==> config.mk <==
export PLATFORM = sky130hd
export DESIGN_NAME = mem_stage_access_unit
export DESIGN_NICKNAME = d
export VERILOG_FILES = /design/src/rtl/pipeline_pkg.sv /design/src/rtl/mem_access_watchdog.sv /design/src/rtl/mem_stage_access_unit.sv
export SDC_FILE = /design/constraint.sdc
export NUM_CORES = 1
export LEC_CHECK = 0
export ABC_CLOCK_PERIOD_IN_PS = 3370
export BUFFER_PORTS_ARGS = -buffer_cell sky130_fd_sc_hd__clkbuf_2
export CAP_MARGIN = 20
export CORE_ASPECT_RATIO = 1.75
export CORE_MARGIN = 5
export CORE_UTILIZATION = 28
export CTS_CLUSTER_SIZE = 14
export DETAILED_ROUTE_END_ITERATION = 7
export PLACE_DENSITY_LB_ADDON = 0.3
export SYNTH_ARGS = -nofsm -noshare
export SYNTH_HDL_FRONTEND = slang
export SYNTH_SLANG_ARGS = --single-unit
export TNS_END_PERCENT = 30
==> constraint.sdc <==
create_clock -name clk -period 3.37 [get_ports clk]
set_input_delay 0.8425 -clock clk [delete_from_list [all_inputs] [get_ports clk]]
set_output_delay 0.8425 -clock clk [all_outputs]
set_load 0.02 [all_outputs]
==> src/rtl/pipeline_pkg.sv <==
// pipeline_pkg: shared MEM-stage state type, default width and opcode constants
package pipeline_pkg;
    localparam int DATA_W_DEF = 32;
    localparam logic [6:0] OP_LOAD  = 7'b0000011;
    localparam logic [6:0] OP_STORE = 7'b0100011;
    typedef enum logic {IDLE, ACCESS} state_t;
endpackage

==> src/rtl/mem_access_watchdog.sv <==
// mem_access_watchdog: counts ACCESS cycles without ack and flags expiry on the last allowed cycle
// ports: clk, rst; clear holds the count at zero; enable advances it; expired is high in the
// TO_CYCLES-th consecutive enabled cycle, so the access can be dropped on that edge
module mem_access_watchdog #(
    parameter int TO_CYCLES = 255,
    parameter int TO_W      = 8
) (
    input  logic clk,
    input  logic rst,
    input  logic clear,
    input  logic enable,
    output logic expired
);
    logic [TO_W-1:0] cnt;
    always_ff @(posedge clk)
        if (rst || clear) cnt <= '0;
        else if (enable) cnt <= cnt + 1'b1;
    assign expired = enable && cnt == TO_W'(TO_CYCLES - 1);
endmodule

==> src/rtl/mem_stage_access_unit.sv <==
// mem_stage_access_unit: MEM stage, runs the data-memory req/ack access and registers MEM/WB fields
// ports: MEM_* EX/MEM register fields in; dmem_* req/ack memory port; mem_stall freezes upstream;
// mem_fault pulses on misaligned/illegal (and, with MEM_TIMEOUT_EN defined, timed-out) accesses;
// WB_* registered writeback fields out
module mem_stage_access_unit
    import pipeline_pkg::*;
#(
    parameter int DATA_W    = DATA_W_DEF,
    parameter int TO_CYCLES = 255,
    parameter int TO_W      = 8
) (
    input  logic              clk,
    input  logic              rst,
    input  logic [DATA_W-1:0] MEM_ALU_OUT,
    input  logic [DATA_W-1:0] MEM_rs2,
    input  logic [4:0]        MEM_rd_ind,
    input  logic [6:0]        MEM_opcode,
    input  logic              MEM_memread,
    input  logic              MEM_memwrite,
    input  logic              MEM_regwrite,
    input  logic [31:0]       MEM_PC,
    input  logic [31:0]       MEM_INST,
    output logic              dmem_req,
    output logic              dmem_we,
    output logic [DATA_W-1:0] dmem_addr,
    output logic [DATA_W-1:0] dmem_wdata,
    input  logic              dmem_ack,
    input  logic [DATA_W-1:0] dmem_rdata,
    output logic              mem_stall,
    output logic              mem_fault,
    output logic [DATA_W-1:0] WB_result,
    output logic [4:0]        WB_rd_ind,
    output logic              WB_regwrite,
    output logic              WB_valid,
    output logic [31:0]       WB_PC,
    output logic [31:0]       WB_INST
);
    state_t state;
    logic mem_op, legal, expired, unused_op;
    assign mem_op = MEM_memread || MEM_memwrite;
    assign legal  = MEM_ALU_OUT[1:0] == 2'b00 && !(MEM_memread && MEM_memwrite);
    assign unused_op = (MEM_opcode == OP_LOAD) ^ (MEM_opcode == OP_STORE);
`ifdef MEM_TIMEOUT_EN
    mem_access_watchdog #(.TO_CYCLES(TO_CYCLES), .TO_W(TO_W)) u_wd (
        .clk     (clk),
        .rst     (rst),
        .clear   (state == IDLE),
        .enable  (state == ACCESS && !dmem_ack),
        .expired (expired)
    );
`else
    logic unused_to;
    assign unused_to = TO_CYCLES < (1 << TO_W);
    assign expired = 1'b0;
`endif
    // stall drops in the ack (or expiry) cycle so upstream advances on the same edge
    always_comb mem_stall = state == IDLE ? mem_op && legal : !dmem_ack && !expired;
    always_ff @(posedge clk) begin
        if (rst) begin
            state       <= IDLE;
            dmem_req    <= 1'b0;
            dmem_we     <= 1'b0;
            dmem_addr   <= '0;
            dmem_wdata  <= '0;
            mem_fault   <= 1'b0;
            WB_result   <= '0;
            WB_rd_ind   <= '0;
            WB_regwrite <= 1'b0;
            WB_valid    <= 1'b0;
            WB_PC       <= '0;
            WB_INST     <= '0;
        end else begin
            mem_fault <= 1'b0;
            if (state == IDLE) begin
                if (mem_op && legal) begin
                    state       <= ACCESS;
                    dmem_req    <= 1'b1;
                    dmem_we     <= MEM_memwrite;
                    dmem_addr   <= MEM_ALU_OUT;
                    dmem_wdata  <= MEM_rs2;
                    WB_regwrite <= 1'b0;
                    WB_valid    <= 1'b0;
                end else begin
                    // plain ALU op, or an illegal access retiring as a faulted no-write
                    WB_result   <= MEM_ALU_OUT;
                    WB_rd_ind   <= MEM_rd_ind;
                    WB_PC       <= MEM_PC;
                    WB_INST     <= MEM_INST;
                    WB_regwrite <= MEM_regwrite && !mem_op;
                    WB_valid    <= mem_op || MEM_INST != '0;
                    mem_fault   <= mem_op;
                end
            end else if (dmem_ack || expired) begin
                state       <= IDLE;
                dmem_req    <= 1'b0;
                WB_result   <= MEM_memread && dmem_ack ? dmem_rdata : MEM_ALU_OUT;
                WB_rd_ind   <= MEM_rd_ind;
                WB_PC       <= MEM_PC;
                WB_INST     <= MEM_INST;
                WB_regwrite <= dmem_ack && MEM_regwrite && MEM_memread;
                WB_valid    <= 1'b1;
                mem_fault   <= !dmem_ack;
            end else begin
                WB_regwrite <= 1'b0;
                WB_valid    <= 1'b0;
            end
        end
    end
endmodule
After elaboration in Yosys (flattened, before gate mapping) --
Cells that the tools add are included. Widths: inputs -> output; s select.
Storage, ports and cells: flip-flop bits (word level) 171, bits in latches 0, bits in writable memories 0, bits in read-only memories 0, bits of input ports 178, output and inout bits 171, logic and storage cells 62, memories 0
Cells by class: add/sub/neg operators 0, multiply operators 0, div/mod/pow operators 0, magnitude comparators 0, equality and inequality tests 2, shift operators 0, multiplexer cells 29, bitwise gates (word level) 1, reductions and logical operators 18
Operators by type and width (number):
- $mux 32 | 10
- $reduce_bool 32->1 | 1
- $mux 1 | 16
- $mux 5 | 3
- $logic_and 1x1->1 | 7
- $reduce_and 2->1 | 3
- $ne 2x2->1 const B | 2
- $logic_not 1->1 | 3
- $logic_not 2->1 | 1
- $logic_or 1x1->1 | 2
- $reduce_bool 2->1 | 1
- $not 1->1 | 1

Longest topological paths before layout --
Gate-level depths: netlist of run 1.
word-level depth 6, mapped depth 8

Least setup slack after synthesis of run 1 --
OpenSTA, ideal clock, no wires.
path kind input to output, start input MEM_ALU_OUT[0], end output mem_stall, arrival 1.858 ns, required time 2.528 ns, path slack 0.670 ns, cell stages on the path 5, buffers on the path 2, cell sequence or3_1 -> o22a_1 -> buf_2 -> buf_2 -> inv_1
On the way: word-level cells in the longest chain between the ends 4
Ends and longest elaborated chain:
- start, declared | RTL line mem_stage_access_unit.sv:14 | input logic [DATA_W-1:0] MEM_ALU_OUT,
- $logic_not 2->1 | RTL line mem_stage_access_unit.sv:41 | assign legal = MEM_ALU_OUT[1:0] == 2'b00 && !(MEM_memread && MEM_memwrite);
- $logic_and 1x1->1 | RTL line mem_stage_access_unit.sv:41
- $logic_and 1x1->1 | RTL line mem_stage_access_unit.sv:57 | always_comb mem_stall = state == IDLE ? mem_op && legal : !dmem_ack && !expired;
- $mux 1 | RTL line mem_stage_access_unit.sv:57
- end, declared | RTL line mem_stage_access_unit.sv:29 | output logic mem_stall,
Every way passes these cells.

Worst setup path in the final report of run 1 --
Same ends and word-level chain as after synthesis.

==> impl_metrics.env, run 1 <==
export IMPL_outcome="finished, final reports clean"
export IMPL_via_count=5779
export IMPL_track_usage=0.153
export IMPL_hp_class="flip-flop to flip-flop"
export IMPL_cts_path_max_buffers=2
export IMPL_grt_pass1_vias=5684
export IMPL_clk_latency_ns=0.44
export IMPL_n_antenna_cell=0
export IMPL_whs_ns=0.452
export IMPL_fin_area_sq_um=8950
export IMPL_p_leak_nw=4.67
export IMPL_drcViolationCount=0
export IMPL_mappedNetlistNets=857
export IMPL_syn_cell_area_sq_um=6440
export IMPL_die_w_um=125
export IMPL_skew_ns=0.00642
export IMPL_path_common_cell="clkbuf_2"
export IMPL_yosysSeqAreaShare=0.531
export IMPL_final_period_utilization=0.817
export IMPL_cpLargestDelayFamily="simple AND/OR/NAND/NOR gates"
export IMPL_pin_count=349
export IMPL_max_cap_violations=0
export IMPL_p_int_w=0.00351
export IMPL_crit_fanout=3
export IMPL_setup_tns_ns=0
export IMPL_holdBufCountCts=0
export IMPL_ys_types=22
export IMPL_hpwlAfterDp_um=15200
export IMPL_power_density_nw_per_um2=539
export IMPL_comb_power_share=0.157
export IMPL_nFillCells=2351
export IMPL_grt_max_degree=135
export IMPL_cts_sinks=171
export IMPL_synth_area_top_cells="dfxtp_1, mux2i_1, nand2_1, nor2_1, a211oi_2"
export IMPL_clk_pin_slew_worst_paths_ns=0.06
export IMPL_cts_htree_levels=4
export IMPL_critPathArrivalTime_ns=1.91
export IMPL_post_cts_setup_buffer_count=0
export IMPL_synth_largest_area_cell="dfxtp_1"
export IMPL_synth_async_reset_ratio=0
export IMPL_netlist_instances=679
export IMPL_drtPass1Iterations=4
export IMPL_post_cts_resized=0
export IMPL_place_area_sq_um=8400
export IMPL_cts_buffers=17
export IMPL_grt_first_pass_wirelength_um=31500
export IMPL_synthMostInstantiatedCell="dfxtp_1"
export IMPL_dp_cells=1277
export IMPL_ant_nets=0
export IMPL_antenna_found_initial=1
export IMPL_setup_viol=0
export IMPL_via_per_inst=4.42
export IMPL_clkPwrFrac=0.385
export IMPL_area_delta_synth_final_pct=38.8
export IMPL_p_sw_frac=0.273
export IMPL_routedWlPerCell_um=15.6
export IMPL_relSlewSlack=0.350
export IMPL_rsz0062_at_grt="no"
export IMPL_critPathKind="input pin to output port"
export IMPL_max_stage_delay_ns=0.46
export IMPL_crit_path_top_delay_cell="or3_1"
export IMPL_synthFlopType="dfxtp_1"
export IMPL_instances_no_fill=1307
export IMPL_tightest_slew_ns=0.974
export IMPL_die_y_um=211
export IMPL_fmax_mhz=363
export IMPL_final_layout_size_suffix_gt1_frac=0.407
export IMPL_cp_data_required_time_ns=2.53
export IMPL_grt_overflow=0
export IMPL_synth_edf_count=0
export IMPL_core_area_sq_um=22700
export IMPL_synth_common_cells="dfxtp_1, nand2_1, nor2_1"
export IMPL_utilization=0.393
export IMPL_dieArea_sq_um=26300
export IMPL_cts_root_buf="clkbuf_16"
export IMPL_routed_wl_um=20400
export IMPL_critPathLaunchType="input pin"
export IMPL_drtIter0Drc=215
export IMPL_cts_tree="built"
export IMPL_switching_power_w=0.00132
export IMPL_final_nets=1174
export IMPL_gp_congestion=0.787
export IMPL_netlist_area_leader_share=0.531
export IMPL_io_buffer_count=341
export IMPL_syn_area_per_cell_sq_um=9.49
export IMPL_initial_core_util=0.283
export IMPL_rows=73
export IMPL_yosys_warnings=0
export IMPL_finalHoldViolations=0
export IMPL_ir_drop_mv=0.277
export IMPL_cp_buffers_inverters=3
export IMPL_seq_power_share=0.458
export IMPL_period_needed_ns=2.75
export IMPL_synth_seq_cells=171
export IMPL_maxSlewViolCount=0
export IMPL_end_kind="output port"
export IMPL_crit_chain="clkbuf_2 -> or3_1 -> o22a_4 -> inv_1 -> clkbuf_2"
-- worst reg2reg max path, cell delays in order, from the launching register on --
cell     delay (ns)
dfxtp_1        0.45
or3_1          0.24
o22a_4         0.19
buf_12         0.48
mux2i_1        0.56
nor2_1         0.06
-- area by class of cell --
class / instances / area, sq um / share of cell area
repair buffers: 351 / 1830 / 0.204
inverters: 2 / 7.51 / 0.000839
clock buffers: 24 / 482 / 0.0538
clock inverters: 6 / 65.1 / 0.00727
well taps: 300 / 375 / 0.0419
flip-flops and latches: 171 / 3420 / 0.383
multi-input cells: 453 / 2770 / 0.310
-- placed cells by master, fill, tap and decap left out --
cell        instances
nor3_1              2
a211oi_2           29
clkinv_2            2
nor2_4              1
clkbuf_2          340
nand4_1             1
clkinvlp_4          1
o31a_1              1
nand3_1             1
clkbuf_8            3
bufinv_16           1
mux2i_1           101
or2_2               1
clkbuf_16          17
nor2_1            103
inv_1               2
nor4_1              8
nand3_2             1
or3_1               1
xnor2_1             1
o22ai_1             1
buf_12              3
buf_4               7
o22a_4              1
a211oi_1            6
buf_6               1
a21oi_1            63
nand2_1           128
dfxtp_1           171
clkinv_4            2
clkbuf_1            4
nor3b_1             3
-- power by group through the flow --
stage,sequential [W],combinational (W),clock [W]
finish,0.00221,0.000755,0.00186
global route,0.00222,0.000820,0.00200
CTS,0.00221,0.000767,0.00193
detailed placement,0.00225,0.000766,0
global placement,0.00225,0.000757,0
floorplan,0.00241,0.000299,0
-- logic make-up (layout without fill, tap and decap cells) --
group / after synthesis / count (layout) / synth area share
AOI/OAI and AO/OA: 101 / 101 / 0.116
xor gates and xnor gates: 1 / 1 / 0.00136
buffers and inverters: 55 / 383 / 0.0423
DFF: 171 / 171 / 0.531
muxes: 101 / 101 / 0.157
and+or+nand+nor: 250 / 250 / 0.152
-- path summary, 6_finish.rpt --
| kind | start | endpoint | slack, ns | cells after the start |
|---|---|---|---|---|
| min | dmem_wdata[17] | dmem_wdata[17] | 0.45 | 2 |
| min reg2reg | dmem_wdata[17] | dmem_wdata[17] | 0.45 | 2 |
| max reg2reg | state | WB_PC[28] | 1.24 | 5 |
| max | MEM_ALU_OUT[0] | mem_stall | 0.62 | 5 |
-- metrics by stage --
step	total power (W)	setup slack (ns)
after detailed placement	0.00302	0.568
after global placement	0.00301	0.598
after global routing	0.00504	0.514
after floorplan	0.00270	0.670
final	0.00483	0.617
after CTS	0.00490	0.588
-- sequential cells by signal, indices dropped and copies added, names as in the netlist --
| register | cells |
|---|---|
| mem_fault | 1 |
| WB_PC | 32 |
| dmem_addr | 32 |
| WB_result | 32 |
| WB_regwrite | 1 |
| dmem_req | 1 |
| WB_rd_ind | 5 |
| WB_INST | 32 |
| WB_valid | 1 |
| dmem_we | 1 |
| state | 1 |
| dmem_wdata | 32 |
-- routing by layer --
metal / global-route usage / up-vias / wire, um
li1: - / 2908 / -
met2: 0.276 / 206 / 10900
met1: 0.157 / 2627 / 7530
met3: 0.0466 / 36 / 1280
met5: 0 / - / 7
met4: 0.0836 / 2 / 731
Power figures use the tool's default switching activity.
==> inputs of run 2 (changes only) <==
- ABC_CLOCK_PERIOD_IN_PS: 3370 -> 2400
- clock period: 3.37 -> 2.4 ns (I/O delays scaled with it)
==> run 2 against run 1 <==
Against the previous run: first-iteration DRC count is 17% higher; wire length is 0.55% higher; combinational power is 42% higher; largest power group unchanged.
==> impl_metrics.env, run 2 (synthesized netlist as in run 1, its figures left out) <==
export IMPL_cts_path_max_buffers=2
export IMPL_gp_congestion=0.782
export IMPL_die_y_um=211
export IMPL_final_layout_size_suffix_gt1_frac=0.412
export IMPL_rows=73
export IMPL_whs_ns=0.401
export IMPL_hpwlAfterDp_um=15300
export IMPL_final_period_utilization=0.951
export IMPL_dp_cells=1280
export IMPL_instances_no_fill=1311
export IMPL_regArea_sq_um=3420
export IMPL_setup_tns_ns=0
export IMPL_drcViolationCount=0
export IMPL_io_buffer_count=341
export IMPL_period_needed_ns=2.28
export IMPL_initial_core_util=0.283
export IMPL_grt_max_degree=135
export IMPL_final_nets=1177
export IMPL_setup_viol=0
export IMPL_critPathArrivalTime_ns=1.68
export IMPL_comb_power_share=0.151
export IMPL_outcome="finished, final reports clean"
export IMPL_cp_data_required_time_ns=1.80
export IMPL_fmax_mhz=438
export IMPL_grt_pass1_vias=5728
export IMPL_grt_overflow=0
export IMPL_die_w_um=125
export IMPL_via_count=5801
export IMPL_clkPwrFrac=0.412
export IMPL_ant_nets=0
export IMPL_core_area_sq_um=22700
export IMPL_utilization=0.399
export IMPL_dieArea_sq_um=26300
export IMPL_final_common_cell="clkbuf_2"
export IMPL_critPathKind="flip-flop to output port"
export IMPL_p_int_w=0.00520
export IMPL_cts_sinks=171
export IMPL_area_delta_synth_final_pct=40.9
export IMPL_power_density_nw_per_um2=781
export IMPL_skew_ns=0.00555
export IMPL_drtPass1Iterations=6
export IMPL_tightest_slew_ns=0.912
export IMPL_antenna_found_initial=1
export IMPL_clk_pin_slew_worst_paths_ns=0.06
export IMPL_relSlewSlack=0.392
export IMPL_ir_drop_mv=0.417
export IMPL_maxSlewViolCount=0
export IMPL_p_sw_frac=0.266
export IMPL_critPathLaunchType="flip-flop"
export IMPL_p_leak_nw=4.74
export IMPL_routedWlPerCell_um=15.7
export IMPL_cts_tree="built"
export IMPL_drtIter0Drc=251
export IMPL_crit_fanout=7
export IMPL_finalHoldViolations=0
export IMPL_track_usage=0.153
export IMPL_multiInputGateArea_sq_um=2780
export IMPL_pin_count=349
export IMPL_n_antenna_cell=0
export IMPL_cts_root_buf="clkbuf_16"
export IMPL_seq_power_share=0.437
export IMPL_hp_class="input pin to flip-flop"
export IMPL_clk_latency_ns=0.41
export IMPL_end_kind="output port"
export IMPL_grt_first_pass_wirelength_um=31800
export IMPL_nFillCells=2375
export IMPL_rsz0062_at_grt="no"
export IMPL_post_cts_setup_buffer_count=0
export IMPL_routed_wl_um=20600
export IMPL_layout_common_cells="clkbuf_2, dfxtp_1, nand2_1"
export IMPL_cts_buffers=17
export IMPL_switching_power_w=0.00189
export IMPL_cts_htree_levels=4
export IMPL_via_per_inst=4.42
export IMPL_max_cap_violations=0
## run 2: changes by cell type in the layout (fill, tap and decap cells not counted)
cell / previous run / this run
clkinv_2: 2 / 3
clkbuf_8: 3 / 1
bufinv_16: 1 / 4
clkbuf_1: 4 / 2
buf_12: 3 / 6
clkinvlp_4: 1 / 0
clkinv_4: 2 / 4
or3_4: 0 / 1
or3_1: 1 / 0
## run 2: layer usage
metal / wire length, um / part of all wire / global-route usage / up-vias
li1: - / - / - / 2922
met1: 7580 / 0.37 / 0.162 / 2653
met2: 11200 / 0.54 / 0.280 / 192
met3: 1200 / 0.058 / 0.0410 / 32
met4: 581 / 0.028 / 0.0700 / 2
met5: 13 / 0.00063 / 0 / -
## run 2: final cells by class
class | count | area share
tap | 300 | 0.0413
sequential | 171 | 0.377
clock buffer | 20 | 0.0492
inverter | 2 | 0.000826
multi-input combinational | 453 | 0.306
clock inverter | 11 | 0.0187
timing repair buffer | 354 | 0.208
## run 2: final timing paths
| check | startpoint | endpoint | slack [ns] | cells past startpoint |
|---|---|---|---|---|
| setup / recovery | state | mem_stall | 0.12 | 4 |
| setup reg to reg | state | WB_PC[15] | 0.39 | 5 |
| hold / removal | MEM_rs2[22] | dmem_wdata[22] | 0.40 | 3 |
| hold reg to reg | dmem_wdata[17] | dmem_wdata[17] | 0.45 | 2 |
## run 2: worst max-delay path, cell delays in order, from the launching register on
cell	delay, ns
dfxtp_1	0.38
or3_4	0.38
o22a_4	0.22
inv_1	0.10
clkbuf_2	0.19
## run 2: per-stage QoR
step	worst slack [ns]	power, W	area (sq um)
3_3_place_gp	0.0862	0.00424	8460
6_report	0.118	0.00710	9080
5_1_grt	0.00968	0.00743	9080
4_1_cts	0.00548	0.00722	9080
2_1_floorplan	0.185	0.00380	6440
3_5_place_dp	0.0475	0.00425	8460
## run 2: repair_timing
item | 4_1_cts | 5_1_grt
hold buffers | 0 | 0
endpoints found under the hold margin | 0 | 0
gates resized for setup | 0 | 1
endpoints found under the setup margin | 0 | 1
## run 2: power groups by stage
stage	Sequential, W	Combinational [W]	Clock, W
floorplan	0.00338	0.000420	0
global placement	0.00316	0.00108	0
detailed placement	0.00317	0.00109	0
CTS	0.00310	0.00109	0.00303
global route	0.00313	0.00116	0.00314
finish	0.00310	0.00107	0.00292
